$ cat config.mk
export PLATFORM = sky130hd
export DESIGN_NAME = alu_arbiter
export DESIGN_NICKNAME = d
export VERILOG_FILES = /design/src/rtl/alu_pkg.sv /design/src/rtl/main_design.sv /design/src/rtl/alu_arbiter.sv
export SDC_FILE = /design/constraint.sdc
export NUM_CORES = 1
export LEC_CHECK = 0
export CAP_MARGIN = 20
export CORE_ASPECT_RATIO = 0.9
export CORE_UTILIZATION = 50
export CTS_CLUSTER_SIZE = 16
export DETAILED_ROUTE_END_ITERATION = 12
export PLACE_DENSITY = 0.78
export REMOVE_ABC_BUFFERS = 1
export SLEW_MARGIN = 20
export SYNTH_ARGS = -nofsm -noshare
export SYNTH_HDL_FRONTEND = slang
export SYNTH_SLANG_ARGS = --single-unit
$ cat constraint.sdc
create_clock -name clk -period 2.47 [get_ports clk]
set_clock_uncertainty 0.2 [all_clocks]
set_input_delay 0.6175 -clock clk [delete_from_list [all_inputs] [get_ports clk]]
set_output_delay 0.6175 -clock clk [all_outputs]
set_load 0.02 [all_outputs]
$ cat src/rtl/alu_pkg.sv
// Shared definitions for the ALU arbiter slice: instruction layout, opcodes,
// and the arbiter FSM state encoding.
package alu_pkg;

  localparam int OPC_W   = 2;
  localparam int DATA_W  = 8;
  localparam int INSTR_W = OPC_W + 2 * DATA_W;

  localparam logic [OPC_W-1:0] OP_ADD  = 2'b00;
  localparam logic [OPC_W-1:0] OP_XOR  = 2'b01;
  localparam logic [OPC_W-1:0] OP_NAND = 2'b10;
  localparam logic [OPC_W-1:0] OP_FUNC = 2'b11;

  typedef enum logic [1:0] {
    ST_IDLE = 2'd0,
    ST_EXEC = 2'd1,
    ST_RESP = 2'd2
  } state_e;

  typedef struct packed {
    logic [OPC_W-1:0]  opcode;
    logic [DATA_W-1:0] a;
    logic [DATA_W-1:0] b;
  } instr_t;

endpackage

$ cat src/rtl/main_design.sv
// Combinational 8-bit ALU: decodes {opcode, a, b} and produces a modulo-256
// result with no carry or borrow out.
module main_design
  import alu_pkg::*;
(
  input  logic [INSTR_W-1:0] instr_i,
  output logic [DATA_W-1:0]  result_o
);

  instr_t ins;
  assign ins = instr_t'(instr_i);

  always_comb begin
    result_o = '0;
    case (ins.opcode)
      OP_ADD:  result_o = ins.a + ins.b;
      OP_XOR:  result_o = ins.a ^ ins.b;
      OP_NAND: result_o = ~(ins.a & ins.b);
      OP_FUNC: result_o = (ins.a | ins.b) - ins.b;
    endcase
  end

endmodule

$ cat src/rtl/alu_arbiter.sv
// Two-requester round-robin front end for a single shared ALU: accepts one
// instruction at a time, executes it, and returns a tagged registered response.
module alu_arbiter
  import alu_pkg::*;
#(
  parameter int CNT_W = 8
) (
  input  logic               clk,
  input  logic               rst_n,
  input  logic               req0_valid,
  input  logic [INSTR_W-1:0] req0_instr,
  output logic               req0_ready,
  input  logic               req1_valid,
  input  logic [INSTR_W-1:0] req1_instr,
  output logic               req1_ready,
  output logic               rsp_valid,
  output logic [DATA_W-1:0]  rsp_data,
  output logic               rsp_id,
  input  logic               rsp_ready,
  output logic               busy,
  output logic [CNT_W-1:0]   cnt0,
  output logic [CNT_W-1:0]   cnt1
);

  state_e             state_q, state_d;
  logic [INSTR_W-1:0] instr_q, instr_d;
  logic               id_q, id_d;
  logic               last_id_q, last_id_d;
  logic [DATA_W-1:0]  rsp_data_q, rsp_data_d;
  logic               rsp_id_q, rsp_id_d;
  logic [CNT_W-1:0]   cnt0_q, cnt0_d;
  logic [CNT_W-1:0]   cnt1_q, cnt1_d;

  logic [DATA_W-1:0]  alu_result;
  logic               any_valid;
  logic               grant_id;

  main_design u_alu (
    .instr_i  (instr_q),
    .result_o (alu_result)
  );

  // On contention the requester that did not win last time gets the grant.
  assign any_valid = req0_valid | req1_valid;
  assign grant_id  = (req0_valid && req1_valid) ? ~last_id_q : req1_valid;

  always_comb begin
    // NOTE: every output of this block gets a default before the case so no
    // path leaves a signal unassigned, which would otherwise infer a latch.
    state_d    = state_q;
    instr_d    = instr_q;
    id_d       = id_q;
    last_id_d  = last_id_q;
    rsp_data_d = rsp_data_q;
    rsp_id_d   = rsp_id_q;
    cnt0_d     = cnt0_q;
    cnt1_d     = cnt1_q;
    req0_ready = 1'b0;
    req1_ready = 1'b0;

    case (state_q)
      ST_IDLE: begin
        if (any_valid) begin
          req0_ready = ~grant_id;
          req1_ready = grant_id;
          instr_d    = grant_id ? req1_instr : req0_instr;
          id_d       = grant_id;
          last_id_d  = grant_id;
          state_d    = ST_EXEC;
        end
      end
      ST_EXEC: begin
        rsp_data_d = alu_result;
        rsp_id_d   = id_q;
        state_d    = ST_RESP;
      end
      ST_RESP: begin
        // Response registers are only written in EXEC, so they hold steady
        // for as long as the consumer stalls here.
        if (rsp_ready) begin
          if (rsp_id_q) cnt1_d = cnt1_q + CNT_W'(1);
          else          cnt0_d = cnt0_q + CNT_W'(1);
          state_d = ST_IDLE;
        end
      end
      default: state_d = ST_IDLE;
    endcase
  end

  // NOTE: state registers use non-blocking assignments so every flop samples
  // the pre-edge values computed by the combinational block above.
  always_ff @(posedge clk or negedge rst_n) begin
    if (!rst_n) begin
      state_q    <= ST_IDLE;
      instr_q    <= '0;
      id_q       <= 1'b0;
      last_id_q  <= 1'b1;
      rsp_data_q <= '0;
      rsp_id_q   <= 1'b0;
      cnt0_q     <= '0;
      cnt1_q     <= '0;
    end else begin
      state_q    <= state_d;
      instr_q    <= instr_d;
      id_q       <= id_d;
      last_id_q  <= last_id_d;
      rsp_data_q <= rsp_data_d;
      rsp_id_q   <= rsp_id_d;
      cnt0_q     <= cnt0_d;
      cnt1_q     <= cnt1_d;
    end
  end

  assign rsp_valid = (state_q == ST_RESP);
  assign busy      = (state_q != ST_IDLE);
  assign rsp_data  = rsp_data_q;
  assign rsp_id    = rsp_id_q;
  assign cnt0      = cnt0_q;
  assign cnt1      = cnt1_q;

endmodule

==> results of run 1 <==
[state kept, by name, indices dropped and copies added, names as in the netlist]
signal / flops
instr_q: 18
cnt0: 8
cnt1: 8
rsp_data: 8
state_q: 2
id_q: 1
last_id_q: 1
rsp_id: 1
[cells in the mapped netlist (3+ instances only)]
master    count  share of area
inv_1        22          0.029
o21ai_0      24          0.042
xnor2_1      16          0.048
buf_2         4         0.0069
nand2_1      32          0.042
ha_1         23           0.10
mux2i_1      18          0.062
a21oi_1       5         0.0087
a31oi_1       6          0.013
a21o_1        3         0.0078
nand2b_1      3         0.0065
clkbuf_1      5         0.0065
mux2_2        3          0.012
nand3_1       5         0.0087
xor2_1        7          0.021
dfrtp_1      46           0.40
nor2b_1       4         0.0087
and3_1        3         0.0065
nor2_1        8          0.010
nand4_1       4         0.0087
[per-stage QoR]
step	instances	util	worst slack [ps]
final	435	0.710	160
after global routing	435	0.710	1.62
after CTS	435	0.709	36.3
after detailed placement	426	0.683	-580
after global placement	426	0.683	-533
after floorplan	277	-	-1450
[cell families after synthesis]
logic type                 synth area share
AOI/OAI and AO/OA                     0.130
xor gates and xnor gates             0.0697
adders and majority gates             0.106
buffers and inverters                0.0502
DFF                                   0.407
muxes                                0.0818
and+or+nand+nor                       0.155
[timing repair]
item | CTS | global route
endpoints found under the hold margin | 0 | 0
pin swaps | 2 | 0
buffers inserted | 1 | 0
gates resized for setup | 18 | 3
setup endpoints to repair | 2 | 4
[report_power, final]
group,internal [W],switching [W]
clock network,0.000301,0.000256
logic,0.00126,0.00137
registers,0.00108,0.000317
[worst min-delay path by stage]
stage           startpoint          end  slack (ps)
2_1_floorplan        rst_n      cnt0[0]         120
3_3_place_gp   rsp_data[1]  rsp_data[1]         260
3_5_place_dp       cnt1[7]      cnt1[7]         260
4_1_cts              rst_n  instr_q[10]          60
5_1_grt              rst_n  instr_q[10]          80
6_report             rst_n  instr_q[10]          50
[routing by layer]
| layer | GRT usage | share of wire |
|---|---|---|
| met1 | 0.309 | 0.49 |
| met2 | 0.338 | 0.45 |
| met3 | 0.0331 | 0.045 |
| met4 | 0.0468 | 0.0058 |
| met5 | 0 | 0 |
[critical path, cell delays in order]
cell and delay (ps):
dlygate4sd2_1 240, buf_4 140, a21boi_4 170, nor2b_4 180, buf_4 140
[area by class of cell]
cell class,count,area [um2],share of cell area
multi-input combinational,208,1590,0.415
sequential,47,1180,0.307
inverter,22,82.6,0.0215
tap,67,83.8,0.0218
timing repair buffer,83,792,0.206
clock buffer,5,68.8,0.0179
clock inverter,3,43.8,0.0114
==> out/qor.txt, run 1 <==
Clock transition at path regs = 90 ps
Total Die Area = 6090 um2
Peak supply drop = 0.691 mV
Die height = 74.1 um
WL/cell = 13.5 um
Final hold slack = 51.4 ps
YS warnings = 0
DRT Pass-1 Iters = 4
Leak = 1.79 nW
Synthesis-to-finish area growth = 33.0%
Final period utilization = 0.935
Start point of the critical path = req0_valid
Fmax = 433 MHz
DR iter-0 viols = 98
R2r worst-path depth = 10
Clock root cell = clkbuf_8
I/O Buffers = 69
Routed wire length = 5.88 mm
Total chip power = 0.00459 W
Worst EP arrival = 1490 ps
Syn Area/Cell = 10.0 um2
Tot GR Track Use = 0.213
Grt total ovfl = 0
R2r startpoint = instr_q[0]
Netlist cell types = 57
Cell count after synthesis = 289
H-tree depth = 2
Vias per inst = 5.30
Post-DP Area = 3700 um2
Max_slew headroom = 0.657
Clk sink count = 47
Final #Nets = 432
TritonCTS Buffers = 5
Power per cell area = 1190 nW/um2
Share of cells above drive strength 1 = 0.111
Kind of critical path = in2out
Largest net degree at the start of global routing = 39
Fin crit period = 2310 ps
Crit. End Element = primary output
Fin. Hold Viols = 0
GPL Wtd Cong = 0.891
Fraction of registers with async set/reset = 1.00
R2r setup slk = 170 ps
Worst-margin pin slew = 514 ps
# setup viols final = 0
Number of synthesized flops with an enable pin = 0
Critical Path End = req1_ready
Drc violations = 0
Filler instances = 432
Die Width = 82.1 um
Clock Path Buffers = 2
Setup_tns = 0 ps
Standard-cell rows = 25
Routed via count = 2306
Most frequent cells in the layout = 62 x clkdlybuf4s50_1, 45 x dfrtp_1, 32 x nand2_1
Yosys reg bits = 47
RSZ-0062 raised after global routing = false
HPWL Detailed = 4.63 mm
Clk Latency, worst-skew pair = 290 ps
Hold buffers post-CTS = 0
Antenna diodes = 0
Core area = 5410 um2
Initial antenna violation count = 0
Commonest non-fill, non-tap cell in the layout = clkdlybuf4s50_1
Hold WC Path Type = in2async
First-pass GRT wire length = 9.96 mm
CP Launch Type = primary input
Design area = 3840 um2
Outcome = complete, no violations
Number of top-level pins = 70
Max-slew violations = 0
Synth Cell Area = 2890 um2
Max_cap viols = 0
Worst reg2reg endpoint = rsp_data[4]
Initial Utilization = 0.534
Post-synth top flop = dfrtp_1
Vias in the first global route = 2150
Req. time, crit path = 1650 ps
CTS tree = yes
CP Max Fanout = 3
Post-synthesis sequential area ratio = 0.407
Antenna-violating nets left = 0
Power figures use the tool's default switching activity.
==> run 2: changes to the inputs <==
--- a/config.mk
+++ b/config.mk
@@ -10,6 +10,7 @@
 export CORE_UTILIZATION = 50
 export CTS_CLUSTER_SIZE = 16
 export DETAILED_ROUTE_END_ITERATION = 12
+export GPL_TIMING_DRIVEN = 0
 export PLACE_DENSITY = 0.78
 export REMOVE_ABC_BUFFERS = 1
 export SLEW_MARGIN = 20
==> out/qor.txt, run 2 (synthesis results as in run 1) <==
Outcome = complete, no violations
Synthesis-to-finish area growth = 33.0% (about the same)
Total Die Area = 6090 um2 (unchanged)
Share of cells above drive strength 1 = 0.0997 (-0.0117)
Initial antenna violation count = 0 (unchanged)
HPWL Detailed = 4.70 mm (+1.5%)
CP Max Fanout = 4 (+1)
Tot GR Track Use = 0.233 (+0.0198)
CTS tree = yes
Worst EP arrival = 1600 ps (+110 ps)
I/O Buffers = 69 (unchanged)
Fin. Hold Viols = 0 (unchanged)
TritonCTS Buffers = 5 (unchanged)
Peak supply drop = 0.708 mV (+2.4%)
Power per cell area = 1230 nW/um2 (+2.9%)
Routed wire length = 6.50 mm (+11%)
DR iter-0 viols = 191 (+95%)
Vias per inst = 5.51 (+3.9%)
Grt total ovfl = 0 (unchanged)
Setup ws final = 54.4 ps (-106 ps)
Most frequent cells in the layout = 63 x clkdlybuf4s50_1, 46 x dfrtp_1, 32 x nand2_1
Fin crit period = 2420 ps (+106 ps)
Placed cell count = 415 (-2.6%)
Max_slew headroom = 0.548 (-0.109)
Final hold slack = 56.6 ps (+5.24 ps)
Worst reg2reg endpoint = rsp_data[5]
Crit-path slowest cell = clkdlybuf4s50_1
Antenna-violating nets left = 0 (unchanged)
R2r worst-path depth = 7 (-3)
Die Width = 82.1 um (unchanged)
Top reg by flops = instr_q
Standard-cell rows = 25 (unchanged)
Largest net degree at the start of global routing = 29 (-26%)
Max_cap viols = 0 (unchanged)
Routed via count = 2358 (+2.3%)
CP Buf/Inv Count = 2 (-1)
# setup viols final = 0 (unchanged)
Number of top-level pins = 70 (unchanged)
First-pass GRT wire length = 10.6 mm (+6.5%)
Setup_tns = 0 ps (unchanged)
R2r startpoint = instr_q[2]
Core area = 5410 um2 (unchanged)
GPL Wtd Cong = 0.920 (+3.2%)
Final period utilization = 0.978 (+0.0428)
Max reg flops = 18 (unchanged)
Fmax = 414 MHz (-4.4%)
Vias in the first global route = 2161 (+0.51%)
Antenna diodes = 0 (unchanged)
Crit. End Element = primary output
R2r setup slk = 140 ps (-30 ps)
Leak = 1.76 nW (-1.8%)
Worst-margin pin slew = 678 ps (+164 ps)
Crit path max-delay family = buffers and inverters
WL/cell = 15.2 um (+12%)
Hold WC Path Type = in2async
Max-slew violations = 0 (unchanged)
Clk Latency, worst-skew pair = 310 ps (+20 ps)
Hold buffers post-CTS = 0 (unchanged)
Die height = 74.1 um (unchanged)
Clock Path Buffers = 2 (unchanged)
Clock root cell = clkbuf_8
Non-Filler Instances = 428 (-1.6%)
Req. time, crit path = 1650 ps (about the same)
Kind of critical path = reg2out
CP Launch Type = flip-flop
RSZ-0062 raised after global routing = false
Slowest stage delay, CP = 620 ps (+380 ps)
Drc violations = 0 (unchanged)
H-tree depth = 2 (unchanged)
Clock transition at path regs = 90 ps (about the same)
Initial Utilization = 0.534 (unchanged)
DRT Pass-1 Iters = 4 (unchanged)
Final #Nets = 425 (-1.6%)
Dpl ws = -1140 ps (-557 ps)
Worst path cell trace = nand2b_4 > inv_1 > clkdlybuf4s50_1
Commonest non-fill, non-tap cell in the layout = clkdlybuf4s50_1
Clk sink count = 47 (unchanged)
==> run 2: metal layers <==
metal,up-vias,track usage,routed length [um]
li1,1149,-,-
met1,1128,0.330,2980
met2,73,0.371,3130
met3,8,0.0380,310
met4,0,0.0643,71
met5,-,0,0
==> run 2: stage by stage <==
| stage | utilization | area (um2) | total power, W |
|---|---|---|---|
| final | 0.711 | 3840 | 0.00472 |
| after global routing | 0.711 | 3840 | 0.00507 |
| after CTS | 0.707 | 3830 | 0.00469 |
| after detailed placement | 0.676 | 3660 | 0.00394 |
| after global placement | 0.666 | 3600 | 0.00380 |
| after floorplan | - | 2830 | 0.00308 |
==> run 2: worst max path at each step <==
stage	cells after the start	end	from	slack (ps)
2_1_floorplan	2	req1_ready	req1_valid	-1450
3_3_place_gp	4	req1_ready	req1_valid	-3170
3_5_place_dp	5	req0_ready	req0_valid	-1140
4_1_cts	5	req0_ready	req1_valid	-60
5_1_grt	10	rsp_data[6]	instr_q[0]	0.5
6_report	3	rsp_valid	state_q[0]	50
==> run 2: repair_timing <==
action / CTS / global route
gates cloned: 2 / 0
endpoints found under the setup margin: 2 / 3
hold endpoints to repair: 0 / 0
pin swaps: 1 / 3
setup buffers: 3 / 0
gates resized for setup: 16 / 6
==> run 2: cell type report <==
| cell class | count | area, um2 |
|---|---|---|
| inverter | 22 | 82.6 |
| clock buffer | 6 | 72.6 |
| sequential | 47 | 1180 |
| fill | 416 | 1570 |
| tap | 67 | 83.8 |
| multi-input combinational | 210 | 1620 |
| clock inverter | 2 | 60.1 |
| timing repair buffer | 74 | 752 |
==> run 2: power breakdown <==
part           leakage (nW)  internal, W  switching [W]
Combinational          1.11      0.00123        0.00138
Sequential            0.590      0.00108       0.000354
Clock                0.0654     0.000405       0.000269
Total                  1.76      0.00271        0.00201
==> run 3: changes to the inputs <==
==> constraint.sdc (replaced) <==
create_clock -name clk -period 2.7 [get_ports clk]
set_clock_uncertainty 0.2 [all_clocks]
set_input_delay 0.675 -clock clk [delete_from_list [all_inputs] [get_ports clk]]
set_output_delay 0.675 -clock clk [all_outputs]
set_load 0.02 [all_outputs]
==> out/qor.txt, run 3 (synthesis results as in run 1) <==
H-tree depth = 2 (unchanged)
Initial antenna violation count = 0 (unchanged)
Antenna diodes = 0 (unchanged)
Clk Latency, worst-skew pair = 310 ps (about the same)
Antenna-violating nets left = 0 (unchanged)
Outcome = complete, no violations
Setup ws final = 43.7 ps (-10.7 ps)
CTS tree = yes
Hold WC Path Type = in2async
Util after Layout = 0.707 (-0.00324)
Worst-margin pin slew = 688 ps (+10.3 ps)
CP Max Fanout = 10 (+6)
Flop pwr share = 0.306 (+0.002)
Routed via count = 2357 (-0.042%)
Die height = 74.1 um (unchanged)
Psw = 0.00183 W (-8.9%)
Sw frac = 0.426 (+0.000514)
Total Die Area = 6090 um2 (unchanged)
Share of cells above drive strength 1 = 0.0917 (-0.00806)
Grt total ovfl = 0 (unchanged)
Tot GR Track Use = 0.230 (-0.00314)
HPWL Detailed = 4.70 mm (unchanged)
Routed wire length = 6.48 mm (-0.29%)
Cell-internal power = 0.00246 W (-9.1%)
CP Launch Type = primary input
Final #Nets = 424 (-0.24%)
Peak supply drop = 0.647 mV (-8.6%)
Worst EP arrival = 1780 ps (+180 ps)
Drc violations = 0 (unchanged)
R2r setup slk = 360 ps (+220 ps)
Largest net degree at the start of global routing = 29 (unchanged)
Clock transition at path regs = 90 ps (about the same)
First-pass GRT wire length = 10.5 mm (-1.2%)
Hold buffers post-CTS = 0 (unchanged)
Fmax = 376 MHz
TritonCTS Buffers = 5 (unchanged)
Vias per inst = 5.52 (+0.19%)
Req. time, crit path = 1820 ps (+170 ps)
Max reg flops = 18 (unchanged)
Standard-cell rows = 25 (unchanged)
Dpl ws = -1020 ps (+115 ps)
WL/cell = 15.2 um (about the same)
Commonest non-fill, non-tap cell in the layout = clkdlybuf4s50_1
Clock root cell = clkbuf_8
DR iter-0 viols = 156 (-18%)
Die Width = 82.1 um (unchanged)
Max-slew violations = 0 (unchanged)
RSZ-0062 raised after global routing = false
GPL Wtd Cong = 0.920 (unchanged)
Clk sink count = 47 (unchanged)
# setup viols final = 0 (unchanged)
Vias in the first global route = 2152 (-0.42%)
Synthesis-to-finish area growth = 32.4%
Max_cap viols = 0 (unchanged)
Final hold slack = 118 ps (+61.8 ps)
Clock share of power = 0.143 (about the same)
Leak = 1.75 nW (-0.91%)
Fin crit period = 2660 ps
DRT Pass-1 Iters = 4 (unchanged)
Initial Utilization = 0.534 (unchanged)
Most frequent cells in the layout = 65 x clkdlybuf4s50_1, 46 x dfrtp_1, 32 x nand2_1
Fin. Hold Viols = 0 (unchanged)
Power per cell area = 1120 nW/um2 (-8.6%)
Core area = 5410 um2 (unchanged)
Max_slew headroom = 0.541 (-0.00684)
Final period utilization = 0.984
Number of top-level pins = 70 (unchanged)
Kind of critical path = in2out
Logic pwr share = 0.551 (-0.002)
Top reg by flops = instr_q
I/O Buffers = 69 (unchanged)
Clock Path Buffers = 2 (unchanged)
Crit. End Element = primary output
==> run 3: cell types whose count changed in the layout (fill, tap and decap cells not counted) <==
cell | previous run | this run
ha_1 | 22 | 23
dlymetal6s2s_1 | 1 | 0
or2_4 | 2 | 1
ha_2 | 1 | 0
buf_6 | 1 | 0
dlygate4sd2_1 | 2 | 1
clkdlybuf4s50_1 | 63 | 65
or2_1 | 0 | 1
==> run 3: through the flow <==
step                      setup TNS, ps  total power, W  std cells  instance area [um2]
final                                 0         0.00429        427                 3830
after global routing                  0         0.00462        427                 3830
after CTS                             0         0.00429        427                 3830
after detailed placement          -2250         0.00360        415                 3660
after global placement           -67390         0.00348        413                 3600
after floorplan                  -15980         0.00282        277                 2830
==> run 3: layer usage <==
| metal | track usage | routed length, um | vias to the layer above |
|---|---|---|---|
| met2 | 0.367 | 3140 | 73 |
| met4 | 0.0585 | 53 | 0 |
| met1 | 0.326 | 2970 | 1126 |
| li1 | - | - | 1149 |
| met5 | 0 | 0 | - |
| met3 | 0.0380 | 312 | 9 |
==> run 3: worst paths after layout <==
kind / cells after the start / start / end
min in group clk: 1 / cnt1[7] / cnt1[7]
hold reg to reg: 1 / cnt1[7] / cnt1[7]
setup reg to reg: 7 / instr_q[2] / rsp_data[5]
max in group asynchronous: 2 / rst_n / last_id_q
setup / recovery: 5 / req1_valid / req0_ready
hold / removal: 1 / rst_n / cnt1[6]
==> run 3: repair_timing <==
| item | 4_1_cts | 5_1_grt |
|---|---|---|
| setup buffers | 2 | 0 |
| setup endpoints to repair | 2 | 1 |
| resized for setup | 15 | 2 |
| hold endpoints to repair | 0 | 0 |
| pin swaps | 1 | 1 |
| cloned | 2 | 0 |
==> run 3: layout make-up <==
type	instances	area (um2)
Inverter	22	82.6
Fill cell	417	1580
Clock inverter	2	60.1
Clock buffer	6	72.6
Sequential cell	47	1180
Timing Repair Buffer	73	739
Tap cell	67	83.8
Multi-Input combinational cell	210	1610
==> run 3: power groups by stage <==
stage / clock, W / sequential, W / combinational, W
after floorplan: 0 / 0.00138 / 0.00144
after global placement: 0 / 0.00130 / 0.00218
after detailed placement: 0 / 0.00132 / 0.00228
after CTS: 0.000621 / 0.00131 / 0.00236
after global routing: 0.000653 / 0.00137 / 0.00260
final: 0.000615 / 0.00131 / 0.00237
==> run 3: worst max-delay path: stages <==
cell,delay [ps]
clkdlybuf4s50_1,490
nor2_2,70
or2_4,300
nor2_4,100
buf_4,140
